--- src/rtl/accum_drain_requant.sv ---
// accum_drain_requant
//   Sits behind the per-picture accumulator. It counts kernel-tap beats and
//   issues the accumulator restart pulse (First_Compute_Complete). When a
//   group finishes, it captures the 32-bit sums, adds the bias, rounds and
//   shifts them, applies an optional ReLU and saturates each lane to a signed
//   WIDTH_OUT value. Results are queued in a small FIFO drained by valid/ready.
//
// Ports
//   clk, rst                 clock; asynchronous active-low reset
//   beat_valid/beat_ready    multiply-beat handshake from upstream
//   First_Compute_Complete   combinational restart pulse on a group's first beat
//   M_Data_in                accumulator lanes, PICTURE_NUM x WIDTH_DATA_ADD, signed
//   tap_num, bias_in,        group config, sampled on the first beat of a group
//   shift_amt, relu_en
//   m_valid/m_ready/m_data   FIFO head toward the output writer
//   group_done               one-cycle pulse when a result enters the FIFO
module accum_drain_requant #(
  parameter int unsigned PICTURE_NUM    = 8,
  parameter int unsigned WIDTH_DATA_ADD = 32,
  parameter int unsigned WIDTH_OUT      = 8,
  parameter int unsigned FIFO_DEPTH     = 4
) (
  input  logic                                  clk,
  input  logic                                  rst,
  input  logic                                  beat_valid,
  output logic                                  beat_ready,
  output logic                                  First_Compute_Complete,
  input  logic [PICTURE_NUM*WIDTH_DATA_ADD-1:0] M_Data_in,
  input  logic [15:0]                           tap_num,
  input  logic [PICTURE_NUM*WIDTH_DATA_ADD-1:0] bias_in,
  input  logic [4:0]                            shift_amt,
  input  logic                                  relu_en,
  output logic                                  m_valid,
  input  logic                                  m_ready,
  output logic [PICTURE_NUM*WIDTH_OUT-1:0]      m_data,
  output logic                                  group_done
);

  localparam int unsigned W   = WIDTH_DATA_ADD;
  localparam int unsigned S1W = W + 1;  // sum + bias
  localparam int unsigned RW  = W + 2;  // sum + bias + rounding constant
  localparam int unsigned PW  = $clog2(FIFO_DEPTH);
  localparam int unsigned CW  = PW + 1;
  localparam int unsigned OW  = CW + 1;
  localparam int unsigned DW  = PICTURE_NUM * WIDTH_OUT;

  localparam logic signed [RW-1:0] OutMax = RW'((1 << (WIDTH_OUT - 1)) - 1);
  localparam logic signed [RW-1:0] OutMin = ~OutMax;
  localparam logic [OW-1:0]        DepthW = OW'(FIFO_DEPTH);

  // Beat counting and group config
  logic [15:0]            cnt_q, cnt_d, tap_q, tap_eff;
  logic [PICTURE_NUM*W-1:0] bias_q;
  logic [4:0]             shift_q;
  logic                   relu_q;
  logic                   accept, first_beat, last_beat;

  // Pipeline
  logic                   pend_q, s1_valid_q, group_done_q;
  logic signed [S1W-1:0]  s1_q [PICTURE_NUM];
  logic [4:0]             s1_shift_q;
  logic                   s1_relu_q;
  logic [DW-1:0]          res;
  logic signed [RW-1:0]   rnd, r;

  // FIFO
  logic [DW-1:0]          mem [FIFO_DEPTH];
  logic [PW-1:0]          rd_q, wr_q;
  logic [CW-1:0]          fcnt_q, fcnt_d;
  logic [DW-1:0]          m_data_q, head_d;
  logic                   push, pop;
  logic [OW-1:0]          occ;

  assign tap_eff    = (tap_num == 16'd0) ? 16'd1 : tap_num;
  assign accept     = beat_valid && beat_ready;
  assign first_beat = accept && (cnt_q == 16'd0);
  assign last_beat  = accept && ((cnt_q == 16'd0) ? (tap_eff == 16'd1)
                                                  : (cnt_q == tap_q - 16'd1));
  assign cnt_d      = last_beat ? 16'd0 : cnt_q + 16'd1;

  assign First_Compute_Complete = first_beat;

  // Every accepted beat or in-flight result reserves a FIFO slot.
  assign occ        = OW'(fcnt_q) + OW'(pend_q) + OW'(s1_valid_q);
  assign beat_ready = occ < DepthW;

  always_ff @(posedge clk or negedge rst) begin
    if (!rst) begin
      cnt_q   <= '0;
      tap_q   <= 16'd1;
      bias_q  <= '0;
      shift_q <= '0;
      relu_q  <= 1'b0;
    end else begin
      if (accept) cnt_q <= cnt_d;
      if (first_beat) begin
        tap_q   <= tap_eff;
        bias_q  <= bias_in;
        shift_q <= shift_amt;
        relu_q  <= relu_en;
      end
    end
  end

  // Stage 1: the accumulator holds the full sum the cycle after the last beat.
  always_ff @(posedge clk or negedge rst) begin
    if (!rst) begin
      pend_q       <= 1'b0;
      s1_valid_q   <= 1'b0;
      group_done_q <= 1'b0;
      s1_shift_q   <= '0;
      s1_relu_q    <= 1'b0;
      for (int i = 0; i < PICTURE_NUM; i++) s1_q[i] <= '0;
    end else begin
      pend_q       <= last_beat;
      s1_valid_q   <= pend_q;
      group_done_q <= s1_valid_q;
      if (pend_q) begin
        // shift/relu travel with the data so a new group may relatch config
        s1_shift_q <= shift_q;
        s1_relu_q  <= relu_q;
        for (int i = 0; i < PICTURE_NUM; i++) begin
          s1_q[i] <= {M_Data_in[i*W+W-1], M_Data_in[i*W +: W]}
                   + {bias_q[i*W+W-1], bias_q[i*W +: W]};
        end
      end
    end
  end

  // Stage 2: round half up, arithmetic shift, ReLU, saturate.
  always_comb begin
    res = '0;
    rnd = '0;
    r   = '0;
    for (int i = 0; i < PICTURE_NUM; i++) begin
      rnd = '0;
      if (s1_shift_q != 5'd0) rnd = {{(RW-1){1'b0}}, 1'b1} << (s1_shift_q - 5'd1);
      r = ($signed({s1_q[i][S1W-1], s1_q[i]}) + rnd) >>> s1_shift_q;
      if (s1_relu_q && (r < 0)) r = '0;
      if (r > OutMax) begin
        res[i*WIDTH_OUT +: WIDTH_OUT] = OutMax[WIDTH_OUT-1:0];
      end else if (r < OutMin) begin
        res[i*WIDTH_OUT +: WIDTH_OUT] = OutMin[WIDTH_OUT-1:0];
      end else begin
        res[i*WIDTH_OUT +: WIDTH_OUT] = r[WIDTH_OUT-1:0];
      end
    end
  end

  // Output FIFO. beat_ready throttling guarantees a free slot on every push.
  assign push    = s1_valid_q;
  assign m_valid = (fcnt_q != '0);
  assign pop     = m_valid && m_ready;
  assign fcnt_d  = fcnt_q + CW'(push) - CW'(pop);

  // Registered head: next head is the incoming word when it lands in an
  // otherwise empty FIFO; an empty FIFO keeps the last word shown.
  always_comb begin
    head_d = m_data_q;
    if (fcnt_d != '0) begin
      if ((fcnt_q - CW'(pop)) == '0) head_d = res;
      else                           head_d = mem[rd_q + PW'(pop)];
    end
  end

  always_ff @(posedge clk) begin
    if (push) mem[wr_q] <= res;
  end

  always_ff @(posedge clk or negedge rst) begin
    if (!rst) begin
      rd_q     <= '0;
      wr_q     <= '0;
      fcnt_q   <= '0;
      m_data_q <= '0;
    end else begin
      if (push) wr_q <= wr_q + PW'(1);
      if (pop)  rd_q <= rd_q + PW'(1);
      fcnt_q   <= fcnt_d;
      m_data_q <= head_d;
    end
  end

  assign m_data     = m_data_q;
  assign group_done = group_done_q;

endmodule
--- config.mk ---
export PLATFORM = sky130hd
export DESIGN_NAME = accum_drain_requant
export DESIGN_NICKNAME = d
export VERILOG_FILES = /design/src/rtl/accum_drain_requant.sv
export SDC_FILE = /design/constraint.sdc
export NUM_CORES = 2
export LEC_CHECK = 0
export ABC_AREA = 1
export CORE_UTILIZATION = 50
export CTS_BUF_LIST = sky130_fd_sc_hd__clkbuf_8 sky130_fd_sc_hd__clkbuf_16
export CTS_CLUSTER_SIZE = 16
export DETAILED_ROUTE_END_ITERATION = 8
export PLACE_DENSITY = 0.7
export SYNTH_ARGS = -nofsm -noshare
export SYNTH_HDL_FRONTEND = slang
export SYNTH_SLANG_ARGS = --single-unit
--- constraint.sdc ---
create_clock -name clk -period 15.3 [get_ports clk]
set_clock_uncertainty 0.2 [all_clocks]
set_input_delay 3.825 -clock clk [delete_from_list [all_inputs] [get_ports clk]]
set_output_delay 3.825 -clock clk [all_outputs]
set_load 0.02 [all_outputs]
**Word level (Yosys, flattened, before mapping)**

Memories as Yosys holds them, arrays and structs flattened.
Index checks and enable logic that the tools add are counted.

- $lt $le $gt $ge: 25
- Shifts and indexed selects: 9
- Mux-type cells: 31
- Bitwise operators: 0
- Eq/ne operators: 2
- Divide/modulo/power cells: 0
- Reductions and logical operators: 18
- Multiply operators: 0
- Add/sub/neg operators: 27

Operators with widths:

| kind | count |
|---|---|
| $mux 34 | 9 |
| $add 33x34->34 | 8 |
| $gt 34x8->1 const B | 8 |
| $lt 34x1->1 const B | 8 |
| $lt 34x8->1 const B | 8 |
| $sshr 34x5->34 | 8 |
| $add 32x32->33 | 8 |
| $mux 8 | 16 |
| $mux 64 | 1 |
| $shl 1x5->34 const A | 1 |
| $logic_not 16->1 | 2 |
| $mux 16 | 2 |
| $add 16x1->16 const B | 1 |
| $eq 16x1->1 const B | 1 |
| $eq 16x16->1 | 1 |
| $sub 16x1->16 const B | 1 |
| $logic_and 1x1->1 | 12 |
| $reduce_bool 3->1 | 2 |
| $sub 3x1->3 | 2 |
| $reduce_bool 5->1 | 1 |
| $sub 5x1->5 const B | 1 |
| $add 2x1->2 const B | 2 |
| $add 3x1->4 | 1 |
| $add 4x1->4 | 1 |
| other kinds (5) | 7 |

- RAM bits: 256
- Latch bits: 0
- Memories: 1
- Bits in registers: 638
- ROM bits: 0

Memory list:

| memory | words | bits a word | rd ports | clocked after memory_dff | write ports | line | RTL |
|---|---|---|---|---|---|---|---|
| mem | 4 | 64 | 1 | 0 | 1 | 67 | `logic [DW-1:0] mem [FIFO_DEPTH];` |

**Depth between registers and ports, before layout**

- Depth after elaboration: 12
- Gate-level depth with buffers: 41
- Mapped depth without buffers: 38

**Worst setup path after synthesis**

No wires, ideal clock.

- Path type: input port to output port
- From: input port beat_valid
- To: output port First_Compute_Complete
- Data required time: 11.275 ns
- Path slack: 6.318 ns
- Arrival: 4.957 ns
- Stages: 6
- Cell sequence: nand2_1 -> inv_1 -> nand2_1 -> inv_1 -> clkbuf_1 -> clkbuf_1

- Cells in the longest elaborated chain, start to end: 2

RTL lines:

| item | line | RTL |
|---|---|---|
| start, declared | 25 | `input logic beat_valid,` |
| $logic_and 1x1->1 | 75 | `assign accept = beat_valid && beat_ready;` |
| $logic_and 1x1->1 | 76 | `assign first_beat = accept && (cnt_q == 16'd0);` |
| end, declared | 27 | `output logic First_Compute_Complete,` |

No other way between the ends.

**Final worst setup path**

Ends and elaborated chain as after synthesis.

==> impl_metrics.tcl <==
set metrics [dict create \
    place_inst 14400 \
    synth_top_area_frac 0.199 \
    grt_usage 0.349 \
    postCtsSetupRepairBufs 0 \
    path_cells "clkdlybuf4s50_1 > nand2_1 > inv_1 > nand2_4 > inv_8 > clkdlybuf4s50_1" \
    drt_wl_total_um 290000 \
    drv_cap 0 \
    grt_pass1_wl_um 446000 \
    route.detailed.drc 0 \
    fill_cells 15500 \
    grt_pass1_vias 79800 \
    tns_ns 0 \
    overflow 0 \
    clock-sinks 894 \
    synth_cell_type_count 74 \
    drv_slew 0 \
    final_common_cell "nand2_1" \
    p_leak_nw 49.1 \
    wl_met3_um 21400 \
    layout_common_cells "nand2_1, nand3_1, inv_1, nor2_1, a21oi_1" \
    max_slew_margin 0.146 \
    critPathRequiredTime_ns 11.27 \
    synth_top_area_cell "dfrtp_1" \
    drt_iter0_drc 8179 \
    dpl.hpwl_um 219000 \
    die_w_um 403 \
    peakVddDrop_uv 303 \
    die_h_um 403 \
    critPathArrivalTime_ns 6.52 \
    setup_ws_ns 4.76 \
    core_um2 159000 \
    syn_area_per_cell_um2 6.60 \
    setup_violations 0 \
    start_util 0.505 \
    maxUsedRoutingLayer "met5" \
    worstRegToRegCells 24 \
    ant_nets 0 \
    cts.path.max_buffers 3 \
    fin_nets 13500 \
    post_cts_resized 0 \
    drive_above_1_share 0.0408 \
    cts_max_level 3 \
    fin_crit_sh 0.689 \
    synthCells 12200 \
    min_period_ns 10.54 \
    synthTopCellsByArea "dfrtp_1, nand2_1, nand3_1, edfxtp_1, ha_1" \
    area_delta_synth_final_pct 13.6 \
    hold_viol_final 0 \
    netlist_area_um2 80300 \
    numCtsBuffers 101 \
    ios 606 \
    hold_buffers 0 \
    cts_tree "built" \
    antenna_found_initial 16 \
    power.density_nw_per_um2 80.2 \
    ys_warn_count 0 \
    hold_class "register to register" \
    drt-met1-wl_um 126000 \
    critPathKind "input pin to output pin" \
    cp-start-kind "input pin" \
    path_common_cell "clkdlybuf4s50_1" \
    grt_max_degree 197 \
    worst_slew_pin_slew_ns 1.28 \
    dr_wl_met2_um 131000 \
    cp-end-kind "output pin" \
    wl_per_cell_um 19.8 \
    outcome "finished clean" \
    port_buffers 605 \
    stdcell_count 14600 \
    slowest_stage "clkdlybuf4s50_1" \
    min_path_cells 2 \
    critPathMaxStageDelay_ns 0.70 \
    clk_pin_slew_ns 0.06 \
    row_count 146 \
    async_flop_share 0.714 \
    clk_latency_ns 0.77 \
    synth_ff_type "dfrtp_1" \
    fmax_mhz 94.9 \
    viasPerCell 5.77 \
    multiInputGateArea_um2 51100 \
    synth_edf_count 256 \
    die_area_um2 162000 \
    rsz0062_at_grt "no" \
    pre_cts_slack_ns 4.75 \
    num_vias 84500 \
    first_pass_iters 9 \
    cp_max_fo 77 \
    cts_root_buf "clkbuf_16" \
    area.sequential_um2 23700 \
    ys_seq_elements 894 \
    place_congestion 0.982 \
    ys_seq_area_frac 0.295 \
    utilization 0.574 \
]
[registers in the layout (all words and copies together), names as in the netlist]
| signal | count |
|---|---|
| shift_q | 5 |
| s1_shift_q | 5 |
| s1_relu_q | 1 |
| relu_q | 1 |
| push | 1 |
| bias_q | 256 |
| rd_q | 2 |
| wr_q | 2 |
| s1_q | 264 |
| cnt_q | 16 |
| pend_q | 1 |
| m_data | 64 |
| tap_q | 16 |
| fcnt_q | 3 |
| mem | 256 |
| group_done | 1 |
[power breakdown]
part,internal [W],total (W),switching [W]
sequential,0.00258,0.00272,0.000139
clock,0.00151,0.00259,0.00109
combinational,0.000786,0.00200,0.00122
[per-stage QoR]
step / total power, W / cell area, um^2 / hold WS (ns)
5_1_grt: 0.00763 / 91200 / 0.294
3_3_place_gp: 0.00468 / 87600 / 0.265
4_1_cts: 0.00734 / 91200 / 0.286
3_5_place_dp: 0.00474 / 87600 / 0.270
2_1_floorplan: 0.00396 / 80300 / 0.152
6_report: 0.00731 / 91200 / 0.283
[metal layers]
layer | GRT usage | up-vias
li1 | - | 41500
met1 | 0.473 | 39400
met2 | 0.563 | 3103
met3 | 0.0498 | 468
met4 | 0.130 | 10
met5 | 0 | -
[critical path: cells and delay by family]
| kind | cells | cell delay [ns] |
|---|---|---|
| buffers and inverters | 4 | 2.02 |
| AND/OR/NAND/NOR | 2 | 0.63 |
[synthesized netlist by cell type, drive strengths merged (3+ instances only)]
cell type / instances
nor2: 849
and2: 5
o21bai: 46
nand3: 1899
a21boi: 20
nor3: 142
o211ai: 44
nand3b: 96
o22ai: 15
o221ai: 19
a22oi: 4
o221a: 5
o31ai: 14
o21a: 62
nand2: 4071
ha: 509
nand4: 70
xnor2: 125
a211oi: 35
a31oi: 141
clkbuf: 309
a21o: 21
or2: 5
inv: 917
xor2: 190
dfrtp: 637
nor3b: 3
a21oi: 774
clkinv: 4
buf: 168
o211a: 4
nor4: 15
mux2i: 12
and3: 19
fa: 17
o311ai: 8
edfxtp: 256
mux2: 4
o21ai: 612
a221oi: 11
[area by class of cell]
cell class,instances,share of cell area
clock inverters,76,0.00962
repair buffers,676,0.0730
flip-flops and latches,894,0.260
well taps,2072,0.0284
inverters,921,0.0386
clock buffers,115,0.0298
multi-input cells,9883,0.561
diodes,11,0.000302
[logic make-up (layout without fill, tap and decap cells)]
| logic type | Yosys count | count (layout) | share of synthesized area |
|---|---|---|---|
| AO/OA/AOI/OAI | 1840 | 1840 | 0.129 |
| XOR/XNOR | 315 | 315 | 0.0344 |
| adder cells (fa/ha/maj) | 526 | 526 | 0.0836 |
| buffers and inverters | 1398 | 1788 | 0.0719 |
| other | 1 | 19 | 0.0000467 |
| AND/OR/NAND/NOR | 7178 | 7178 | 0.384 |
| flip-flops | 894 | 894 | 0.295 |
| multiplexers | 16 | 16 | 0.00206 |
[worst paths after layout]
path / from / end / slack, ns
worst min register to register: bias_q[131] / bias_q[131] / 0.28
worst min-delay path: bias_q[131] / bias_q[131] / 0.28
max in group asynchronous: rst / s1_q[206] / 9.35
min in group asynchronous: rst / bias_q[180] / 2.86
worst max-delay path: beat_valid / First_Compute_Complete / 4.76
worst max register to register: s1_shift_q[1] / mem[0][29] / 7.26
Power figures use the tool's default switching activity.
